`config.mk`:
```
export PLATFORM = sky130hd
export DESIGN_NAME = regfile_writeback
export DESIGN_NICKNAME = d
export VERILOG_FILES = /design/src/rtl/regfile_writeback.sv
export SDC_FILE = /design/constraint.sdc
export NUM_CORES = 1
export LEC_CHECK = 0
export CAP_MARGIN = 20
export CELL_PAD_IN_SITES_DETAIL_PLACEMENT = 0
export CELL_PAD_IN_SITES_GLOBAL_PLACEMENT = 1
export CORE_ASPECT_RATIO = 1.4
export CORE_MARGIN = 2
export CORE_UTILIZATION = 45
export CTS_BUF_LIST = sky130_fd_sc_hd__clkbuf_16
export DETAILED_ROUTE_END_ITERATION = 8
export PLACE_DENSITY = 0.76
export SYNTH_ARGS = -nofsm -noshare
export SYNTH_HDL_FRONTEND = slang
export SYNTH_SLANG_ARGS = --single-unit
```
`constraint.sdc`:
```
create_clock -name clk -period 4.4 [get_ports clk]
set_input_delay 1.1 -clock clk [delete_from_list [all_inputs] [get_ports clk]]
set_output_delay 1.1 -clock clk [all_outputs]
set_load 0.01 [all_outputs]
```
`src/rtl/regfile_writeback.sv`:
```
// Writeback stage: queues register-file writes in a FIFO and retires one per cycle.
// `WORD is normally supplied by definitions.vh (64 if absent); define WB_BYPASS_EN for the lookup port.
`ifndef WORD
`define WORD 64
`endif

module regfile_writeback #(
    parameter int DEPTH = 4
) (
    input  logic               clk,
    input  logic               reset,
    input  logic               in_valid,
    output logic               in_ready,
    input  logic               in_reg_write,
    input  logic               in_mem_to_reg,
    input  logic [4:0]         in_rd,
    input  logic [`WORD-1:0]   alu_result,
    input  logic [`WORD-1:0]   mem_data,
    output logic [4:0]         write_register,
    output logic [`WORD-1:0]   write_data,
    output logic               reg_write,
    output logic               busy,
    output logic [15:0]        commit_count
`ifdef WB_BYPASS_EN
    ,
    input  logic [4:0]         lookup_rd,
    output logic               lookup_hit,
    output logic [`WORD-1:0]   lookup_data
`endif
);

    localparam int PTR_W = (DEPTH > 1) ? $clog2(DEPTH) : 1;
    localparam int CNT_W = PTR_W + 1;
    localparam logic [4:0] XZR = 5'd31;

    logic [4:0]         r_mem_rd   [DEPTH];
    logic [`WORD-1:0]   r_mem_data [DEPTH];
    logic [PTR_W-1:0]   r_wptr;
    logic [PTR_W-1:0]   r_rptr;
    logic [CNT_W-1:0]   r_count;
    logic [4:0]         r_write_register;
    logic [`WORD-1:0]   r_write_data;
    logic               r_reg_write;
    logic [15:0]        r_commit_count;

    logic               w_transfer;
    logic               w_enq;
    logic               w_pop;
    logic [`WORD-1:0]   w_data;

    assign in_ready   = (r_count < CNT_W'(DEPTH));
    assign w_transfer = in_valid && in_ready;
    assign w_enq      = w_transfer && in_reg_write && (in_rd != XZR);
    assign w_pop      = (r_count != '0);
    assign w_data     = in_mem_to_reg ? mem_data : alu_result;

    assign write_register = r_write_register;
    assign write_data     = r_write_data;
    assign reg_write      = r_reg_write;
    assign commit_count   = r_commit_count;
    assign busy           = (r_count != '0) || r_reg_write;

    // Storage carries no reset: only the pointers/occupancy define validity.
    always_ff @(posedge clk) begin
        if (w_enq) begin
            r_mem_rd[r_wptr]   <= in_rd;
            r_mem_data[r_wptr] <= w_data;
        end
    end

    always_ff @(posedge clk or posedge reset) begin
        if (reset) begin
            r_wptr           <= '0;
            r_rptr           <= '0;
            r_count          <= '0;
            r_write_register <= '0;
            r_write_data     <= '0;
            r_reg_write      <= 1'b0;
            r_commit_count   <= '0;
        end else begin
            if (w_enq) begin
                r_wptr <= r_wptr + PTR_W'(1);
            end
            case ({w_enq, w_pop})
                2'b10:   r_count <= r_count + CNT_W'(1);
                2'b01:   r_count <= r_count - CNT_W'(1);
                default: r_count <= r_count;
            endcase
            if (w_pop) begin
                r_write_register <= r_mem_rd[r_rptr];
                r_write_data     <= r_mem_data[r_rptr];
                r_reg_write      <= 1'b1;
                r_commit_count   <= r_commit_count + 16'd1;
                r_rptr           <= r_rptr + PTR_W'(1);
            end else begin
                r_reg_write      <= 1'b0;
            end
        end
    end

`ifdef WB_BYPASS_EN
    logic [PTR_W-1:0] w_lk_idx;

    // Scan oldest to youngest so the youngest pending match wins over older ones and the output stage.
    always_comb begin
        lookup_hit  = 1'b0;
        lookup_data = '0;
        w_lk_idx    = '0;
        if (r_reg_write && (r_write_register == lookup_rd)) begin
            lookup_hit  = 1'b1;
            lookup_data = r_write_data;
        end
        for (int unsigned i = 0; i < DEPTH; i++) begin
            w_lk_idx = r_rptr + PTR_W'(i);
            if ((CNT_W'(i) < r_count) && (r_mem_rd[w_lk_idx] == lookup_rd)) begin
                lookup_hit  = 1'b1;
                lookup_data = r_mem_data[w_lk_idx];
            end
        end
        if (lookup_rd == XZR) begin
            lookup_hit  = 1'b0;
            lookup_data = '0;
        end
    end
`endif

endmodule
```
**Word level (Yosys, flattened, before mapping)**

Memory sizes are Yosys's and may differ from the RTL's. A register that Yosys moved wholly into a read port is not among the register bits.
Cells that the tools add are included.

- Word-level logic and storage cells: 27
- Input bits: 138
- Bits in latches: 0
- ROM bits: 0
- RAM bits: 276
- Output and inout bits: 88
- Flip-flop bits (word level): 24
- Memories: 2

- Muxes and demuxes: 5
- Add/subtract/negate cells: 5
- Multiply operators: 0
- Shifts and indexed selects: 0
- Magnitude comparators: 1
- Divide/modulo/power cells: 0
- Equality and inequality tests: 3
- Reductions and logical operators: 6
- Bitwise logic cells: 0

Memories:

| name | depth | bits a word | read ports | clocked after Yosys merged registers in | wr ports | line | RTL |
|---|---|---|---|---|---|---|---|
| r_mem_data | 4 | 64 | 1 | 1 | 1 | 37 | `` logic [`WORD-1:0] r_mem_data [DEPTH]; `` |
| r_mem_rd | 4 | 5 | 1 | 1 | 1 | 36 | `logic [4:0] r_mem_rd [DEPTH];` |

Operators with widths:

| cell | count |
|---|---|
| $mux 64 | 1 |
| $add 16x1->16 const B | 1 |
| $pmux 3 s2 | 1 |
| $ne 5x5->1 const B | 1 |
| $add 2x1->2 const B | 2 |
| $add 3x1->3 const B | 1 |
| $logic_and 1x1->1 | 3 |
| $lt 3x3->1 const B | 1 |
| $mux 1 | 3 |
| $reduce_bool 3->1 | 1 |
| $sub 3x1->3 const B | 1 |
| $eq 2x1->1 const B | 1 |
| $eq 2x2->1 const B | 1 |
| $reduce_bool 2->1 | 1 |
| $logic_or 1x1->1 | 1 |

**Depth between registers and ports, before layout**

- Word-level depth: 6
- Depth in mapped cells: 10

**Worst setup path after synthesis**

Ideal clock, no wire load.

- Path kind: input-to-reg
- From: in in_rd[4]
- To: mem r_mem_data[0][0] in the netlist's numbering (enable)
- Stages: 3
- Buffers on the path: 0
- Slack: 0.853 ns
- Library setup time: 0.435 ns
- Arrival: 3.112 ns
- Cells stage by stage: nand2_1 -> o2111a_1 -> and2_1

- Longest elaborated chain between the ends: 4

RTL lines:

| item | line | RTL |
|---|---|---|
| from (decl) | 16 | `input logic [4:0] in_rd,` |
| $ne 5x5->1 | 53 | `assign w_enq = w_transfer && in_reg_write && (in_rd != XZR);` |
| $logic_and 1x1->1 | 53 |  |
| $mux 1 | 65 | `if (w_enq) begin` |
| $mux 1 (not written as such) | 67 | `r_mem_data[r_wptr] <= w_data;` |
| to (decl) | 37 |  |

Every way passes these cells.

**Worst setup path after layout**

- From: in in_rd[4]
- To: mem r_mem_data[3][60] in the netlist's numbering (enable)

The elaborated chain is that of the path after synthesis.

==> impl_metrics.json <==
{
  "syn_inst": 826,
  "post_cts_resized": 0,
  "setup_ws_ns": 1.50,
  "yosys.area.top_type": "edfxtp_1",
  "maxCapViolCount": 0,
  "slew_viol_final": 0,
  "die_x_um": 156,
  "synth.top_cells.by_count": "276 x edfxtp_1, 217 x nand2_1, 93 x dfrtp_1",
  "avgViaCountPerCell": 5.22,
  "p_int_mw": 7.83,
  "path_cells": "clkdlybuf4s50_1, nand2_1, o2111a_1, and2_4, buf_12",
  "cts_num_sinks": 369,
  "htreeDepth": 2,
  "hold_viol_final": 0,
  "dp.cells": 1421,
  "ir_drop_mv": 0.330,
  "synth_area_um2": 14500,
  "swShare_pct": 28.8,
  "critPathRequiredTime_ns": 4.59,
  "ant_nets": 0,
  "postLayoutCellArea_um2": 18300,
  "grt_pass1_wl_um": 46200,
  "die-area_um2": 33800,
  "drc_errors": 0,
  "portBuffers": 225,
  "final_core_util_pct": 57.7,
  "post-cts-setup-buffers": 0,
  "r2r_slack_ns": 1.83,
  "reg2regPathDepth": 7,
  "numCtsBuffers": 35,
  "max-slew-margin-rel_pct": 28.4,
  "setup_viol": 0,
  "clock_skew_ns": 0.0211,
  "ys_types": 30,
  "dp_hpwl_um": 18500,
  "worst_pin_slew_ns": 1.07,
  "initialDrtViolationCount": 471,
  "status": "completed",
  "worst-setup-path-type": "input pin to flop",
  "ioPinCount": 226,
  "holdBufCountCts": 0,
  "gp_congestion": 0.713,
  "fin_setup_tns_ns": 0,
  "synth_fp_nets": 971,
  "cp-start-kind": "input pin",
  "hold_path_end": "write_data[62]$_DFFE_PP0P_",
  "reg2reg_to": "commit_count[5]$_DFFE_PP0P_",
  "p_clk_share_pct": 26.8,
  "clk_latency_ns": 0.52,
  "finalCritPeriodShare_pct": 66.0,
  "crit_slowest_cell": "and2_4",
  "firstDrtPassIters": 5,
  "yosysMostFrequentCell": "edfxtp_1",
  "area_delta_synth_final_pct": 25.8,
  "finalCriticalPeriod_ns": 2.90,
  "async_reset_ff_share_pct": 25.2,
  "fin_total_pwr_mw": 11.0,
  "grt_antenna_before_repair": 0,
  "endpoint_kind": "flop",
  "seq_power_share_pct": 45.1,
  "synth_area_leaders": "edfxtp_1 57%, dfrtp_1 16%, mux4_2 11%",
  "track_usage_pct": 18.0,
  "nets": 1208,
  "wl_per_cell_um": 20.0,
  "pre_cts_ws_ns": 0.942,
  "fmax_mhz": 345,
  "die_h_um": 217,
  "cp.buffers_inverters": 2,
  "grt_pass1_vias": 8304,
  "ys_seq_elements": 369,
  "synthFlopType": "edfxtp_1",
  "cpLargestDelayFamily": "buffers and inverters",
  "placed_area_um2": 17200,
  "timing.rr.start": "r_count[0]$_DFFE_PP0P_",
  "n_antenna_cell": 0,
  "hold_start": "write_data[62]$_DFFE_PP0P_",
  "seq_area_frac_synth_pct": 73.0,
  "rsz0062_at_grt": "no",
  "critPathMaxStageDelay_ns": 0.62,
  "grt-ovfl-total": 0,
  "combinationalPowerShare_pct": 28.2,
  "route.vias.total": 7750,
  "ys_warn_count": 0,
  "grt_max_degree": 75,
  "path_clk_slew_ns": 0.06,
  "coreArea_um2": 31700,
  "post-synth-top-area-fraction_pct": 57.0,
  "critical_path_arrival_ns": 3.09,
  "instances_no_fill": 1485,
  "path_depth": 5,
  "final_layout_size_suffix_gt1_share_pct": 18.9,
  "num-fill-cells": 2465,
  "fin_hold_ws_ns": 0.463,
  "cts_max_path_buffers": 3,
  "initial_core_util_pct": 45.9,
  "hold_path_depth": 2,
  "p_per_area_nw_per_um2": 601,
  "syn-mean-instance-area_um2": 17.6,
  "p_sw_mw": 3.16,
  "wl_um": 29700,
  "synth_edf_count": 276,
  "min_path_type": "flop to flop",
  "path_max_fanout": 37,
  "root_buffer": "clkbuf_16",
  "leakagePower_nw": 6.70,
  "cts_tree": "built",
  "num_rows": 77
}
## area by class of cell
type,instances,area [um^2],share of cell area (%)
timing repair buffer,239,2400,13.1
sequential,369,10600,58.1
tap,395,494,2.70
inverter,10,40.0,0.219
clock buffer,36,901,4.92
multi-input combinational,408,3600,19.7
clock inverter,28,238,1.30
## cells by family after synthesis
kind of cell | count (synthesis) | synth area share [%]
flip-flops | 369 | 73.0
AND/OR/NAND/NOR | 243 | 6.83
XOR/XNOR | 21 | 1.26
multiplexers | 134 | 15.7
AO/OA/AOI/OAI | 3 | 0.181
adder cells (fa/ha/maj) | 7 | 0.654
buffers and inverters | 49 | 2.36
## worst max-delay path by stage
stage	start	end	slack (ns)
after floorplan	in_rd[4]	r_mem_data[0][0]$_DFFE_PP_	0.85
after global placement	in_rd[4]	r_mem_data[3][12]$_DFFE_PP_	0.95
after detailed placement	in_rd[4]	r_mem_data[2][10]$_DFFE_PP_	0.94
after CTS	in_rd[4]	r_mem_rd[3][3]$_DFFE_PP_	1.46
after global routing	in_rd[4]	r_mem_rd[3][3]$_DFFE_PP_	1.36
final	in_rd[4]	r_mem_data[3][60]$_DFFE_PP_	1.50
## cell usage in the layout, fill, tap and decap left out, types with 4 or more instances in the layout
| cell | n |
|---|---|
| and2_4 | 4 |
| buf_12 | 4 |
| buf_4 | 11 |
| bufinv_16 | 4 |
| clkbuf_16 | 36 |
| clkdlybuf4s50_1 | 224 |
| clkinv_1 | 7 |
| clkinv_2 | 5 |
| dfrtp_1 | 91 |
| edfxtp_1 | 276 |
| ha_1 | 6 |
| inv_1 | 17 |
| mux2_2 | 64 |
| mux4_2 | 68 |
| nand2_1 | 217 |
| nand3_1 | 6 |
| nor2_1 | 4 |
| xnor2_1 | 15 |
| xor2_1 | 6 |
## worst reg2reg max path: cells and delay by family (launching register included)
kind                      cells  cell delay (ns)
and+or+nand+nor               3             0.60
xor gates and xnor gates      1             0.14
DFF                           1             0.43
buffers and inverters         3             1.30
## sequential cells by signal (all words and copies together) (netlist names)
signal	flops
write_register	5
r_wptr	2
r_rptr	2
commit_count	16
r_mem_rd	20
r_count	3
r_mem_data	256
reg_write	1
write_data	64
## metal layers
layer  track usage, %  vias to the layer above  routed length, um
met3             2.50                       45               1220
met5                0                        -                  0
met1             21.4                     3967              11200
met4             6.33                        0                844
li1                 -                     3537                  -
met2             33.3                      201              16500
## power groups by stage
stage,clock [mW],sequential (mW),combinational (mW)
3_5_place_dp,0,5.05,3.16
5_1_grt,3.15,5.05,3.39
3_3_place_gp,0,5.04,3.11
4_1_cts,3.02,4.98,3.17
2_1_floorplan,0,4.89,1.98
6_report,2.94,4.95,3.09
Note: power is estimated with default switching activity, not from simulation.
